<file path="src/rtl/select_first_stream_pkg.sv">
// Shared types and helpers for the registered select-first stream arbiter.
package select_pkg;

  localparam int MAX_W = 64;

  typedef enum logic {
    IDLE   = 1'b0,
    LOCKED = 1'b1
  } lock_state_t;

  // Index width for n channels, never narrower than one bit.
  function automatic int ch_w(input int n);
    return (n > 2) ? $clog2(n) : 1;
  endfunction

  // Sign- or zero-extend the low in_w bits of data to MAX_W bits.
  function automatic logic [MAX_W-1:0] ext(input logic [MAX_W-1:0] data,
                                           input int in_w,
                                           input logic signed_en);
    logic [MAX_W-1:0] r;
    r = data;
    for (int i = 0; i < MAX_W; i++) begin
      if (signed_en && i >= in_w) r[i] = data[in_w-1];
    end
    return r;
  endfunction

endpackage

</file>
<file path="src/rtl/select_first_stream_prio_pick.sv">
// Priority picker: first requester found scanning upward from a start pointer, with wrap.
module prio_pick
  import select_pkg::*;
#(
  parameter  int NCH     = 4,
  parameter  int RR_MODE = 0,
  localparam int CW      = ch_w(NCH)
) (
  input  logic [NCH-1:0] req,
  input  logic [CW-1:0]  ptr,
  output logic [NCH-1:0] grant,
  output logic [CW-1:0]  idx,
  output logic           any
);

  logic [CW-1:0] start;

  assign start = (RR_MODE != 0) ? ptr : '0;

  // NOTE: every output gets a default before the loop so no path leaves a latch behind.
  always_comb begin
    int            c;
    logic [CW-1:0] ci;
    grant = '0;
    idx   = '0;
    any   = 1'b0;
    c     = 0;
    ci    = '0;
    for (int k = 0; k < NCH; k++) begin
      c = int'(start) + k;
      if (c >= NCH) c = c - NCH;
      ci = CW'(c);
      if (!any && req[ci]) begin
        any       = 1'b1;
        grant[ci] = 1'b1;
        idx       = ci;
      end
    end
  end

endmodule

</file>
<file path="src/rtl/select_first_stream.sv">
// Selects one of NCH valid/ready streams into a single registered output beat,
// with fixed-priority or round-robin arbitration and optional packet lock.
module select_first_stream
  import select_pkg::*;
#(
  parameter  int NCH     = 4,
  parameter  int IN_W    = 8,
  parameter  int OUT_W   = 11,
  parameter  int SIGNED  = 0,
  parameter  int RR_MODE = 0,
  parameter  int LOCK    = 0,
  localparam int CW      = ch_w(NCH)
) (
  input  logic              clk,
  input  logic              rst_n,
  input  logic [NCH-1:0]    in_valid,
  output logic [NCH-1:0]    in_ready,
  input  logic [NCH*IN_W-1:0] in_data,
  input  logic [NCH-1:0]    in_last,
  output logic              out_valid,
  input  logic              out_ready,
  output logic [OUT_W-1:0]  out_data,
  output logic              out_last,
  output logic [CW-1:0]     out_ch
);

  if (OUT_W < IN_W || OUT_W > MAX_W || NCH < 2 || NCH > 16) begin : g_bad_params
    $error("select_first_stream: illegal NCH/IN_W/OUT_W combination");
  end

  lock_state_t   state;
  logic [CW-1:0] lock_ch;
  logic [CW-1:0] ptr;
  logic [CW-1:0] idx;
  logic [NCH-1:0] req;
  logic [NCH-1:0] grant;
  logic           any;
  logic           load_en;
  logic           accept;
  logic           win_last;
  logic [IN_W-1:0] win_data;

  assign load_en = !out_valid || out_ready;

  // While locked only the owning channel may compete; a bubble there stalls everything.
  assign req = (LOCK != 0 && state == LOCKED) ? (in_valid & (NCH'(1) << lock_ch)) : in_valid;

  prio_pick #(
    .NCH     (NCH),
    .RR_MODE (RR_MODE)
  ) u_pick (
    .req   (req),
    .ptr   (ptr),
    .grant (grant),
    .idx   (idx),
    .any   (any)
  );

  assign in_ready = load_en ? grant : '0;
  assign accept   = load_en && any;
  assign win_last = |(in_last & grant);

  always_comb begin
    win_data = '0;
    for (int i = 0; i < NCH; i++) begin
      if (grant[i]) win_data = in_data[i*IN_W +: IN_W];
    end
  end

  // NOTE: sequential state uses non-blocking assignments so every register samples pre-edge values.
  always_ff @(posedge clk or negedge rst_n) begin
    if (!rst_n) begin
      out_valid <= 1'b0;
      out_data  <= '0;
      out_last  <= 1'b0;
      out_ch    <= '0;
    end else if (load_en) begin
      out_valid <= any;
      if (any) begin
        out_data <= OUT_W'(ext(MAX_W'(win_data), IN_W, SIGNED != 0));
        out_last <= win_last;
        out_ch   <= idx;
      end
    end
  end

  always_ff @(posedge clk or negedge rst_n) begin
    if (!rst_n) begin
      ptr     <= '0;
      state   <= IDLE;
      lock_ch <= '0;
    end else if (accept) begin
      if (RR_MODE != 0 && (LOCK == 0 || win_last)) begin
        ptr <= (idx == CW'(NCH - 1)) ? '0 : idx + 1'b1;
      end
      if (LOCK != 0) begin
        if (state == IDLE && !win_last) begin
          state   <= LOCKED;
          lock_ch <= idx;
        end else if (state == LOCKED && win_last) begin
          state <= IDLE;
        end
      end
    end
  end

endmodule

</file>
<file path="config.mk">
export PLATFORM = sky130hd
export DESIGN_NAME = select_first_stream
export DESIGN_NICKNAME = d
export VERILOG_FILES = /design/src/rtl/select_first_stream_pkg.sv /design/src/rtl/select_first_stream_prio_pick.sv /design/src/rtl/select_first_stream.sv
export SDC_FILE = /design/constraint.sdc
export NUM_CORES = 1
export LEC_CHECK = 0
export ABC_AREA = 1
export BUFFER_PORTS_ARGS = -buffer_cell sky130_fd_sc_hd__buf_2
export CAP_MARGIN = 20
export CORE_AREA = 2 2 49 51
export CTS_CLUSTER_SIZE = 25
export DETAILED_ROUTE_END_ITERATION = 7
export DIE_AREA = 0 0 51 53
export GPL_TIMING_DRIVEN = 0
export HOLD_SLACK_MARGIN = 0.1
export PLACE_DENSITY = 0.83
export SLEW_MARGIN = 10
export SYNTH_ARGS = -nofsm -noshare
export SYNTH_HDL_FRONTEND = slang
export SYNTH_HIERARCHICAL = 1
export SYNTH_SLANG_ARGS = --single-unit
</file>
<file path="constraint.sdc">
create_clock -name clk -period 2.2 [get_ports clk]
set_input_delay 0.33 -clock clk [delete_from_list [all_inputs] [get_ports clk]]
set_output_delay 0.33 -clock clk [all_outputs]
set_load 0.005 [all_outputs]
</file>
==> metrics <==
Commonest cells post-synth 70 x nand2_1, 20 x nor2_1, 12 x dfrtp_1, 9 x nand3_1, 8 x a21oi_1; Post-DRT Antenna Nets 0; wire length per cell 9.95 um; Synth async-reset ratio 1.00; Worst-path clk slew 70 ps; Syn Std Cell Area 911 um^2; layout cells sized above 1 0.364; First-pass DRT Iterations 4; Reg power frac 0.450; Worst EP required 1870 ps; Unique masters post-synth 20; most frequent cell after synthesis nand2_1; clock group share of total power 0.228; number of synthesized flops with an enable pin 0; port bufs 58; Post-DP HPWL 2.04 mm; CTS sink count 12; average size of a mapped cell 6.07 um^2; post-CTS sizing 0; Fill cells 247; largest net degree at the start of global routing 13; IO Count 62; die height 53 um; main area contributors after synthesis dfrtp_1 33%, nand2_1 29%, nor2_1 8.2%, nand3_1 4.9%, a21oi_1 4.4%; DR vias/cell 4.54; endpoints failing setup 0; CP Launch Type primary input; Leak Pwr 0.833 nW; drt drc 0; Max Slew Vio Count 0; Synth Instances 150; worst clock skew 1.64 ps; GR Overflow Total 0; setup TNS 0 ps; CTS tree built; pwr/cell area 454 nW/um^2; Initial Util 0.424; Final min period 1620 ps; DR vias 1099; overall die area 2700 um^2; Layout Utilization 0.594; cell taking the most area after synthesis dfrtp_1; H-tree levels 1; initial antenna violation count 0; Max IR drop VDD 0.339 mV; Yosys reg bits 12; outcome completed; sw frac 0.310; Fin. Hold Viols 0; Max-Cap Viols 0; CP Class in -> out; gr usage total 0.193; Comb power frac 0.322; core box area 2150 um^2; DRT iter0 DRCs 10; vias in the first global route 1013; gp weighted congestion 0.710; HP Class in -> reg; Yosys top cell area share 0.330; worst-path maximum fanout 10; total of warnings raised by yosys 10; root buffer cell clkbuf_4; row cnt 17; Final #Nets 259; Die X 51 um; routed wire length 2.41 mm; first-pass GRT wire length 3.90 mm; critical path data arrival time 1290 ps; RSZ-0062 raised after global routing no; CP Capture Type output port; CTS buffer count 3; main flop type after synthesis dfrtp_1; sw power 0.180 mW; # diodes 0; Final period util 0.737; Tot Pwr 0.579 mW; clock latency on the worst-skew pair 270 ps; clk buf depth 2; Max Clk Rate 616 MHz; Int Power 0.400 mW; sequential share of the synthesized area 0.330; area grow syn2layout 40.1%; number of setup buffers added after CTS 0
-- worst paths after layout --
path	start	endpoint	slack (ps)	cells past startpoint
worst min register to register	out_ch[0]$_DFFE_PN0P_	out_ch[0]$_DFFE_PN0P_	470	2
max in group asynchronous	rst_n	out_last$_DFFE_PN0P_	1510	2
worst min-delay path	out_ready	out_valid$_DFFE_PN0N_	290	2
worst max-delay path	in_valid[1]	in_ready[2]	580	6
worst max register to register	out_valid$_DFFE_PN0N_	out_data[4]$_DFFE_PN0P_	1100	7
min in group asynchronous	rst_n	out_data[1]$_DFFE_PN0P_	470	2
-- final cells by class --
type	instances	area [um^2]	area share
flip-flops and latches	12	300	0.235
well taps	28	35.0	0.0275
plain buffers	9	70.1	0.0549
repair buffers	59	300	0.235
inverters	12	50.0	0.0392
multi-input cells	119	498	0.390
clock buffers	3	22.5	0.0176
-- cells by family after synthesis --
| family | after synthesis | share of synthesized area |
|---|---|---|
| compound gates | 10 | 0.0549 |
| flops | 12 | 0.330 |
| other cells | 1 | 0.00412 |
| buf+inv | 21 | 0.132 |
| simple gates | 106 | 0.479 |
-- cells in the final DEF (no fill, tap or decap), drive strengths merged --
master	count
nand3b	1
nand4	1
nand3	9
dlygate4sd3	1
inv	11
clkbuf	3
buf	67
o21ai	2
dfrtp	12
nor2	23
clkinv	1
conb	3
a21oi	8
nand2	71
nor3	1
-- worst max-delay path, stage by stage --
cell      delay [ps]
buf_2            120
nor3_1           180
buf_4            200
clkinv_1         200
nor2_1           150
buf_2            120
-- state kept, by name (all words and copies together) (netlist names) --
signal / flops
out_data: 8
out_valid: 1
out_last: 1
out_ch: 2
-- power by group through the flow --
stage | Combinational, mW | Sequential [mW] | Clock (mW)
3_5_place_dp | 0.187 | 0.266 | 0
3_3_place_gp | 0.183 | 0.265 | 0
2_1_floorplan | 0.0935 | 0.267 | 0
6_report | 0.186 | 0.261 | 0.132
4_1_cts | 0.189 | 0.262 | 0.137
5_1_grt | 0.214 | 0.264 | 0.147
-- per-layer routing --
layer  GRT usage  routed length [um]
met5           0                   0
met4      0.0541                  17
met3      0.0395                 138
met2       0.383                1300
met1       0.201                 957
-- stage by stage --
stage | cell area (um^2) | hold WS, ps | instances | setup slack, ps
floorplan | 918 | 34.4 | 152 | 882
global placement | 1240 | 216 | 238 | 590
detailed placement | 1240 | 220 | 238 | 576
CTS | 1280 | 287 | 242 | 574
global route | 1280 | 293 | 242 | 473
finish | 1280 | 293 | 242 | 578
-- what timing repair did --
item | 4_1_cts | 5_1_grt
hold buffers | 1 | 0
endpoints found under the setup margin | 0 | 0
endpoints found under the hold margin | 12 | 0
No activity file was read; power rests on OpenSTA's default activity.
